===== src/rtl/control_montacargas.sv =====
// Freight elevator controller for five floors with collective service and latched calls.
// Optional emergency stop input paro is enabled by defining PARADA_EMERGENCIA_EN.
module control_montacargas #(
  parameter int TIEMPO_VIAJE  = 8,
  parameter int TIEMPO_PUERTA = 16
) (
  input  logic       clk,
  input  logic       reset,
`ifdef PARADA_EMERGENCIA_EN
  input  logic       paro,
`endif
  input  logic [4:0] llamada,
  output logic [3:0] estado,
  output logic [4:0] pendientes,
  output logic       puerta_abierta,
  output logic       sentido
);

  typedef enum logic [3:0] {
    piso1  = 4'd0,  piso2  = 4'd1,  piso3  = 4'd2,  piso4  = 4'd3,  piso5 = 4'd4,
    subir2 = 4'd5,  subir3 = 4'd6,  subir4 = 4'd7,  subir5 = 4'd8,
    bajar1 = 4'd9,  bajar2 = 4'd10, bajar3 = 4'd11, bajar4 = 4'd12
  } estado_t;

  localparam int WV = $clog2(TIEMPO_VIAJE + 1);
  localparam int WP = $clog2(TIEMPO_PUERTA + 1);

  estado_t       est, est_d;
  logic [WV-1:0] cnt_viaje, cnt_viaje_d;
  logic [WP-1:0] cnt_puerta, cnt_puerta_d;
  logic [4:0]    pend_d, limpiar;
  logic          puerta_d, sentido_d;
  logic [2:0]    piso_idx;
  logic          arriba, abajo;
  logic          congelar;

`ifdef PARADA_EMERGENCIA_EN
  assign congelar = paro;
`else
  assign congelar = 1'b0;
`endif

  assign estado = est;

  always_ff @(posedge clk or posedge reset) begin
    if (reset) begin
      est            <= piso1;
      cnt_viaje      <= '0;
      cnt_puerta     <= '0;
      pendientes     <= '0;
      puerta_abierta <= 1'b0;
      sentido        <= 1'b1;
    end else begin
      est            <= est_d;
      cnt_viaje      <= cnt_viaje_d;
      cnt_puerta     <= cnt_puerta_d;
      pendientes     <= pend_d;
      puerta_abierta <= puerta_d;
      sentido        <= sentido_d;
    end
  end

  // Floor states encode the floor index directly, so travel targets are fixed offsets.
  always_comb begin
    est_d        = est;
    cnt_viaje_d  = cnt_viaje;
    cnt_puerta_d = cnt_puerta;
    puerta_d     = puerta_abierta;
    sentido_d    = sentido;
    limpiar      = '0;
    piso_idx     = est[2:0];
    arriba       = 1'b0;
    abajo        = 1'b0;

    for (int i = 0; i < 5; i++) begin
      if (pendientes[i] && (i > int'(piso_idx))) arriba = 1'b1;
      if (pendientes[i] && (i < int'(piso_idx))) abajo  = 1'b1;
    end

    // While the door is open the served floor keeps ignoring its call button.
    if (puerta_abierta) limpiar[piso_idx] = 1'b1;

    if (!congelar) begin
      if (est <= piso5) begin
        if (puerta_abierta) begin
          if (cnt_puerta == WP'(TIEMPO_PUERTA - 1)) begin
            puerta_d     = 1'b0;
            cnt_puerta_d = '0;
          end else begin
            cnt_puerta_d = cnt_puerta + 1'b1;
          end
        end else if (pendientes[piso_idx]) begin
          puerta_d          = 1'b1;
          cnt_puerta_d      = '0;
          limpiar[piso_idx] = 1'b1;
        end else if (arriba && sentido) begin
          est_d       = estado_t'(est + 4'd5);
          cnt_viaje_d = '0;
        end else if (abajo) begin
          est_d       = estado_t'(est + 4'd8);
          cnt_viaje_d = '0;
          sentido_d   = 1'b0;
        end else if (arriba) begin
          est_d       = estado_t'(est + 4'd5);
          cnt_viaje_d = '0;
          sentido_d   = 1'b1;
        end
        if (est == piso1)      sentido_d = 1'b1;
        else if (est == piso5) sentido_d = 1'b0;
      end else if (est <= subir5) begin
        if (cnt_viaje == WV'(TIEMPO_VIAJE - 1)) begin
          est_d       = estado_t'(est - 4'd4);
          cnt_viaje_d = '0;
        end else begin
          cnt_viaje_d = cnt_viaje + 1'b1;
        end
      end else if (est <= bajar4) begin
        if (cnt_viaje == WV'(TIEMPO_VIAJE - 1)) begin
          est_d       = estado_t'(est - 4'd9);
          cnt_viaje_d = '0;
        end else begin
          cnt_viaje_d = cnt_viaje + 1'b1;
        end
      end else begin
        est_d        = piso1;
        puerta_d     = 1'b0;
        cnt_viaje_d  = '0;
        cnt_puerta_d = '0;
      end
    end

    pend_d = (pendientes | llamada) & ~limpiar;
  end

endmodule


===== config.mk =====
export PLATFORM = sky130hd
export DESIGN_NAME = control_montacargas
export DESIGN_NICKNAME = d
export VERILOG_FILES = /design/src/rtl/control_montacargas.sv
export SDC_FILE = /design/constraint.sdc
export NUM_CORES = 1
export LEC_CHECK = 0
export BUFFER_PORTS_ARGS = -buffer_cell sky130_fd_sc_hd__buf_2
export CORE_ASPECT_RATIO = 1.25
export CORE_MARGIN = 5
export CORE_UTILIZATION = 35
export CTS_CLUSTER_DIAMETER = 100
export DETAILED_ROUTE_END_ITERATION = 7
export PLACE_DENSITY = 0.63
export SYNTH_ARGS = -nofsm -noshare
export SYNTH_HDL_FRONTEND = slang
export SYNTH_SLANG_ARGS = --single-unit

===== constraint.sdc =====
create_clock -name clk -period 2.3 [get_ports clk]
set_input_delay 0.345 -clock clk [delete_from_list [all_inputs] [get_ports clk]]
set_output_delay 0.345 -clock clk [all_outputs]
set_load 0.05 [all_outputs]

Word level (Yosys, flattened, before mapping)
Index checks and enable logic that the tools add are counted.

cells by class
  add/subtract/negate cells = 6
  $lt $le $gt $ge = 14
  equality and inequality tests = 14
  mux-type cells = 55
  bitwise logic cells = 4
  reductions and logical operators = 18

operators by type and width
  kind                                                           count
  2-to-1 mux 4 bit                                               19
  2-to-1 mux 5 bit                                               10
  2-to-1 mux 1 bit                                               24
  logical AND 1 bit                                              11
  OR 5 bit                                                       2
  AND reduction 5 bit                                            2
  != test 3 x 1 -> 1 bit (second input constant)                 3
  equality test 4 x 3 -> 1 bit (second input constant)           2
  <= comparator 4 bit (second input constant)                    2
  != test 2 bit (second input constant)                          4
  greater-than comparator 2 x 3 -> 1 bit (first input constant)  2
  less-than comparator 1 x 3 -> 1 bit (first input constant)     2
  less-than comparator 2 x 3 -> 1 bit (first input constant)     2
  != test 3 x 2 -> 1 bit (second input constant)                 2
  AND reduction 3 bit                                            2
  adder 5 x 1 -> 5 bit (second input constant)                   1
  AND 5 bit                                                      1
  equality test 5 x 4 -> 1 bit (second input constant)           1
  NOT 5 bit                                                      1
  adder 4 x 1 -> 4 bit (second input constant)                   1
  adder 4 x 3 -> 4 bit (second input constant)                   1
  adder 4 bit (second input constant)                            1
  <= comparator 4 x 3 -> 1 bit (second input constant)           1
  logical NOT 4 bit                                              1
  13 further kinds                                               13

word-level totals
  register bits after elaboration = 20
  output and inout port bits = 11
  logic and storage cells = 117

Longest topological paths before layout
Gate-level depths: netlist of the first run.

  word-level depth = 13
  gate-level depth with buffers = 10

Least setup slack after synthesis of the first run
OpenSTA, ideal clock, no wires.

  path kind = reg2reg
  start point = register est[1] (netlist: estado[1])
  end point = register est[1] (netlist: estado[1])
  data arrival time = 2.394 ns
  data required time = 2.175 ns
  slack = -0.219 ns
  stages on the path, launching flop included = 8
  path buffers = 0
  cells stage by stage = dfrtp_1 -> inv_1 -> ha_1 -> nand2b_1 -> a22oi_2 -> o21a_1 -> o22a_1 -> mux2_4

between the ends
  longest elaborated chain between the ends = 12

RTL lines
  element                              RTL line  source
  start, declared                      28        estado_t est, est_d;
  start signal, assigned               47        est <= piso1;
  start signal, assigned               54        est <= est_d;
  less-than comparator 1 x 3 -> 1 bit  77        if (pendientes[i] && (i < int'(piso_idx))) abajo = 1'b1;
  logical AND 1 bit                    77
  2-to-1 mux 1 bit (5 in a row)        77
  2-to-1 mux 4 bit                     99        end else if (abajo) begin
  2-to-1 mux 4 bit                     96        end else if (arriba && sentido) begin
  2-to-1 mux 4 bit                     92        end else if (pendientes[piso_idx]) begin
  2-to-1 mux 4 bit                     85        if (puerta_abierta) begin
  2-to-1 mux 4 bit                     84        if (est <= piso5) begin

Parallel ways exist; a longest one is shown, timed or not. The select of a mux whose other input is x is not followed.
A chain may end at the register's enable or synchronous reset.

Final worst setup path of the first run
  start point = register est[2] (netlist: estado[2])
  end point = register est[1] (netlist: estado[1])

Same word-level chain as after synthesis.

==> results of run 1 <==
[path summary, 6_finish.rpt]
| path | slack [ps] | from | to |
|---|---|---|---|
| worst min register to register | 500 | cnt_viaje[2] | cnt_viaje[2] |
| max in group asynchronous | 1540 | reset | estado[1] |
| worst min-delay path | 210 | reset | cnt_puerta[0] |
| min in group clk | 290 | llamada[4] | pendientes[4] |
| worst max-delay path | 190 | estado[2] | estado[1] |
| worst max register to register | 190 | estado[2] | estado[1] |
[critical path, delay by kind of cell, from the launching register on]
| kind | cells | cell delay [ps] |
|---|---|---|
| compound gates | 3 | 700 |
| fa+ha+maj | 1 | 310 |
| flops | 1 | 460 |
| mux | 1 | 300 |
| simple gates | 1 | 210 |
[area by class of cell]
| class | instances | area, um^2 | area share |
|---|---|---|---|
| inverters | 7 | 26.28 | 0.01584 |
| multi-input cells | 123 | 859.6 | 0.5181 |
| clock buffers | 4 | 55.05 | 0.03318 |
| flip-flops and latches | 20 | 505.5 | 0.3047 |
| repair buffers | 25 | 145.1 | 0.08748 |
| well taps | 54 | 67.56 | 0.04072 |
[placed cells by master, fill, tap and decap left out, types with 2 or more instances in the layout]
cell type  instances
o21ai_0           13
o21a_1             2
nor3_1             2
clkbuf_8           4
a31oi_1            4
ha_1               9
nand3_1            6
o32a_1             2
o211ai_1           3
nor2_1             8
nand2b_1           2
a22o_1             3
or2_2              2
o22a_1             2
o221ai_2           2
buf_4              8
dfrtp_1           16
inv_1              7
a21oi_1           10
a32o_1             2
dfrtp_2            3
mux2i_1            2
and2_1             3
buf_2             17
o21ai_1            4
nor2b_1            5
nand2_1           17
[metrics by stage]
stage               hold slack (ps)  instance area [um^2]  setup WS [ps]
global route                  295.1                  1659          69.48
finish                        208.5                  1659          194.2
detailed placement            498.1                  1603          231.8
floorplan                     307.9                  1423          6.976
global placement              491.2                  1603          257.3
CTS                           243.0                  1658          217.8
[logic make-up after synthesis]
family,count (synthesis)
AO/OA/AOI/OAI,62
AND/OR/NAND/NOR,48
flip-flops,20
buffers and inverters,12
adder cells (fa/ha/maj),10
multiplexers,3
[per-layer routing]
metal	vias up	wire length [um]	GRT usage
met5	-	0	0
met4	0	85	0.08943
met3	6	152	0.02490
met2	35	1689	0.2341
met1	576	1550	0.1723
li1	626	-	-
[state kept, by name, summed over array words and instances, names as in the netlist]
register        cells
cnt_puerta          5
pendientes          5
cnt_viaje           4
estado              4
puerta_abierta      1
sentido             1
==> results.env, run 1 <==
WORSTSETUPPATHTYPE='flip-flop to flip-flop'
HOLDBUFCOUNTCTS=0
SYNTHDOMINANTCELLAREASHARE=0.3375
ROUTE.DETAILED.WL_PER_INST_UM=14.92
SYNTH_FA_HA_AREA_FRAC=0.08881
PLACE.PORT_BUFFERS=17
CTS_TREE='yes'
SYNTHDISTINCTLIBCELLS=46
SYNTH_XOR_XNOR_AREA_SHARE=0
FP.DIEH_UM=80.94
SYNTH.TOP_CELLS.BY_AREA='dfrtp_1, ha_1, o21ai_0'
FINAL.PERIOD_UTILIZATION=0.9156
SYNTH_SIMPLE_GATE_AREA_SHARE=0.1634
GRT_MAX_DEGREE=21
PATH_CELLS='ha_1, nand2b_1, a22oi_2, o21a_1, o22a_1, mux2_4'
ROUTED_WIRELENGTH_UM=3476
TIGHTESTPINTRANSITION_PS=789.6
CRIT_PATH_TOP_DELAY_CELL='dfrtp_1'
BOUNDARYPINS=18
WORST_SLEW_MARGIN_REL=0.4730
START_UTIL=0.3662
CTS-ROOT-BUF='clkbuf_8'
FLOW.AREA_GROWTH_FROM_SYNTHESIS_PCT=17.76
SYNTH_TOP_FLOP_CELL='dfrtp_1'
ASYNC_SR_FLOP_FRACTION=1.000
POST_DR_VIAS_CELL=5.335
GRT.OVERFLOW.TOTAL=0
CTS_MADE_BUFFERS=3
ROWS=25
FIRST_DRT_ITERATION_DRCS=54
LAYOUT_MIN_CYCLE_TIME_PS=2106
WORSTREGTOREGCELLS=6
DPL.CELL_COUNT=229
SYNTH-COMPOUND-AREA-SHARE=0.3250
MAX_STAGE_DELAY_PS=460
FINALNONFILLERCELLS=233
WORST_SETUP_PATH_START_KIND='flip-flop'
YOSYSSEQAREASHARE=0.3561
CLOCK-SKEW-FINAL_PS=9.441
STATUS='completed'
HPWL_DP_UM=2611
DRC=0
VIA_COUNT_OF_THE_FIRST_GLOBAL_ROUTING_PASS=1242
FMAX_MHz=474.9
SLEW_VIOLATIONS=0
MAX-CLOCK-PATH-BUFFERS=2
SYNTH_AREA_PER_CELL_UM2=9.089
SYN-INSTANCE-COUNT=155
CTS_H_TREE_DEPTH=1
POSTSYNTHNETCOUNT=172
FINALSETUPVIOLCOUNT=0
YOSYSTOPAREACELL='dfrtp_1'
POSTSYNTHREGISTERBITS=20
TIMING.SETUP.TNS_PS=0
SYNTHESIS.AREA_UM2=1409
DRT_PASS1_ITERATIONS=4
CTS.SINKS=20
CTS_POST_SETUP_BUFFERS_INSERTED=0
PATH_MAX_FANOUT=7
CLOCK_INSERTION_DELAY_WORST_SKEW_PS=270
GRT_FIRST_PASS_WIRELENGTH_UM=5830
DETAILROUTE.VIA_COUNT=1243
TIMING.HOLD.WORST.CLASS='input port to asynchronous set/reset pin'
MAXCAPVIOLATIONS=0
DESIGN.DIE.AREA_UM2=5402
POST_CTS_RESIZE_COUNT=0
DRIVE_GT1_FRAC=0.2737
YOSYS.CELL_COUNT.TOP_TYPE='dfrtp_1'
FINAL_HOLD_VIOL_COUNT=0
GLOBALROUTETOTALUTIL=0.1433
CP.REQUIRED_PS=2450
MUX_SHARE_OF_POST_SYNTHESIS_CELL_AREA=0.02487
RSZ0062_AT_GRT='no'
NUM-FILL-CELLS=392
DIE_X_UM=66.75
ANTENNA_FOUND_INITIAL=0
NNETSFINAL=197
YOSYS_WARNINGS=0
SYNTH_EDF_COUNT=0
ANTENNADIODECOUNT=0
FINAL_ANTENNA_NET_COUNT=0
PATH_CLK_SLEW_PS=80
DESIGN.CORE.AREA_UM2=3847
CRIT_ARRIVAL_PS=2260
POST-ROUTE-UTIL=0.4312
POST_SYNTH_MOST_FREQUENT_CELLS='dfrtp_1, nand2_1, o21ai_0, a21oi_1, ha_1'
SYNTH_TOP_FAMILY_BY_AREA='compound AO/OA/AOI/OAI gates'
GP_CONGESTION=0.9581
END_KIND='flip-flop'
Power of run 1 is not shown: default switching activity piles up to over one toggle a cycle in this logic, so the estimate is an artifact.
==> inputs of run 2 (changes only) <==
- PLACE_DENSITY: 0.63 -> 0.6
==> run 2 against run 1 <==
Fmax is 1.4% lower; global-route usage is 0.42 points lower; wire length is 0.43% lower; worst hold slack better by 13 ps; utilization is 0.16 points higher; count of clock-buffer cells in the layout stayed put; die area stayed put; final cell count is 0.86% higher; critical path depth is 1 higher; worst setup slack worse by 29 ps; flip-flop and latch count stayed put; final area is 0.38% higher.
==> results.env, run 2 (same netlist as run 1, synthesis figures left out) <==
STATUS='completed'
CP.REQUIRED_PS=2480
GP_CONGESTION=0.8741
STARTPOINT='estado[2]'
GLOBALROUTETOTALUTIL=0.1390
FINAL_ANTENNA_NET_COUNT=0
CLOCK-SKEW-FINAL_PS=3.619
WORST_SETUP_PATH_START_KIND='flip-flop'
PLACE.PORT_BUFFERS=17
FIRST_DRT_ITERATION_DRCS=122
NNETSFINAL=199
TIGHTESTPINTRANSITION_PS=793.5
FINAL.PERIOD_UTILIZATION=0.9283
MAXCAPVIOLATIONS=0
TIMING.HOLD.WORST.CLASS='input port to asynchronous set/reset pin'
TIMING.SETUP.TNS_PS=0
ANTENNADIODECOUNT=0
RSZ0062_AT_GRT='no'
NUM-FILL-CELLS=387
HOLDBUFCOUNTCTS=0
CTS.SINKS=20
DRC=0
LAYOUT_TOP_REGISTERS='cnt_puerta (5), pendientes (5)'
BOUNDARYPINS=18
START_UTIL=0.3662
FP.DIEH_UM=80.94
FINALSETUPVIOLCOUNT=0
GRT_FIRST_PASS_WIRELENGTH_UM=5809
FMAX_MHz=468.3
MAX-CLOCK-PATH-BUFFERS=2
SLEW_VIOLATIONS=0
GRT_MAX_DEGREE=21
DIE_X_UM=66.75
VIA_COUNT_OF_THE_FIRST_GLOBAL_ROUTING_PASS=1214
DETAILROUTE.VIA_COUNT=1312
ANTENNA_FOUND_INITIAL=0
WORSTSETUPPATHTYPE='flip-flop to flip-flop'
ROUTE.MET3.WL_UM=157
PLACE_WORST_SETUP_SLACK_PS=172.9
PATH_CLK_SLEW_PS=80
CTS_POST_SETUP_BUFFERS_INSERTED=0
WORST_SLEW_MARGIN_REL=0.4704
GRT.OVERFLOW.TOTAL=0
CTS-ROOT-BUF='clkbuf_8'
POST_CTS_RESIZE_COUNT=0
FIN_HOLD_WS_PS=221.1
DRIVE_GT1_FRAC=0.2818
PATH_MAX_FANOUT=11
CTS_H_TREE_DEPTH=1
CTS_MADE_BUFFERS=3
ROWS=25
END_KIND='flip-flop'
WL_MET2_UM=1715
HPWL_DP_UM=2613
WL_MET1_UM=1527
ROUTED.TOP_LAYER='met4'
POST_DR_VIAS_CELL=5.583
FLOW.AREA_GROWTH_FROM_SYNTHESIS_PCT=18.21
ROUTE.DETAILED.WL_PER_INST_UM=14.73
DESIGN.CORE.AREA_UM2=3847
CTS_TREE='yes'
CRITICAL_PATH.REG2REG.STARTPOINT='estado[2]'
LAYOUT_MIN_CYCLE_TIME_PS=2135
FINAL_HOLD_VIOL_COUNT=0
DRT_PASS1_ITERATIONS=4
CLOCK_INSERTION_DELAY_WORST_SKEW_PS=260
CRIT_ARRIVAL_PS=2310
DESIGN.DIE.AREA_UM2=5402
SETUP_WS_PS=164.8
ROUTED_WIRELENGTH_UM=3461
LAYOUT.CELLS.MOST_COMMON_LIST='nand2_1, buf_2, dfrtp_1'
## run 2: area by class of cell
class,instances,area (um^2),area share
Clock buffer,4,45.04,0.02705
Inverter,7,26.28,0.01578
Tap cell,54,67.56,0.04057
Timing Repair Buffer,27,160.2,0.09617
Multi-Input combinational cell,123,860.8,0.5169
Sequential cell,20,505.5,0.3035
## run 2: path summary, 6_finish.rpt
kind	cells after the start	slack [ps]	end
setup / recovery	7	160	estado[3]
hold / removal	2	220	cnt_puerta[2]
setup reg to reg	7	160	estado[3]
hold reg to reg	1	500	cnt_viaje[2]
max in group asynchronous	2	1530	estado[1]
min in group clk	2	310	pendientes[4]
## run 2: layer usage
metal | vias to the layer above | track usage
li1 | 627 | -
met1 | 636 | 0.1725
met2 | 38 | 0.2401
met3 | 11 | 0.01936
met4 | 0 | 0.05488
met5 | - | 0
## run 2: critical path, cell delays in order (launching register included)
cell	delay, ps
dfrtp_1	520
ha_1	340
nand2b_1	210
and2_1	240
buf_4	190
a2111oi_0	360
a21oi_1	80
o211ai_1	110
## run 2: through the flow
stage	cells	util	area, um^2
after detailed placement	231	0.4205	1618
after CTS	235	0.4322	1663
after floorplan	155	-	1423
after global placement	231	0.4205	1618
after global routing	235	0.4328	1665
final	235	0.4328	1665
Power of run 2 is left out for the same reason.
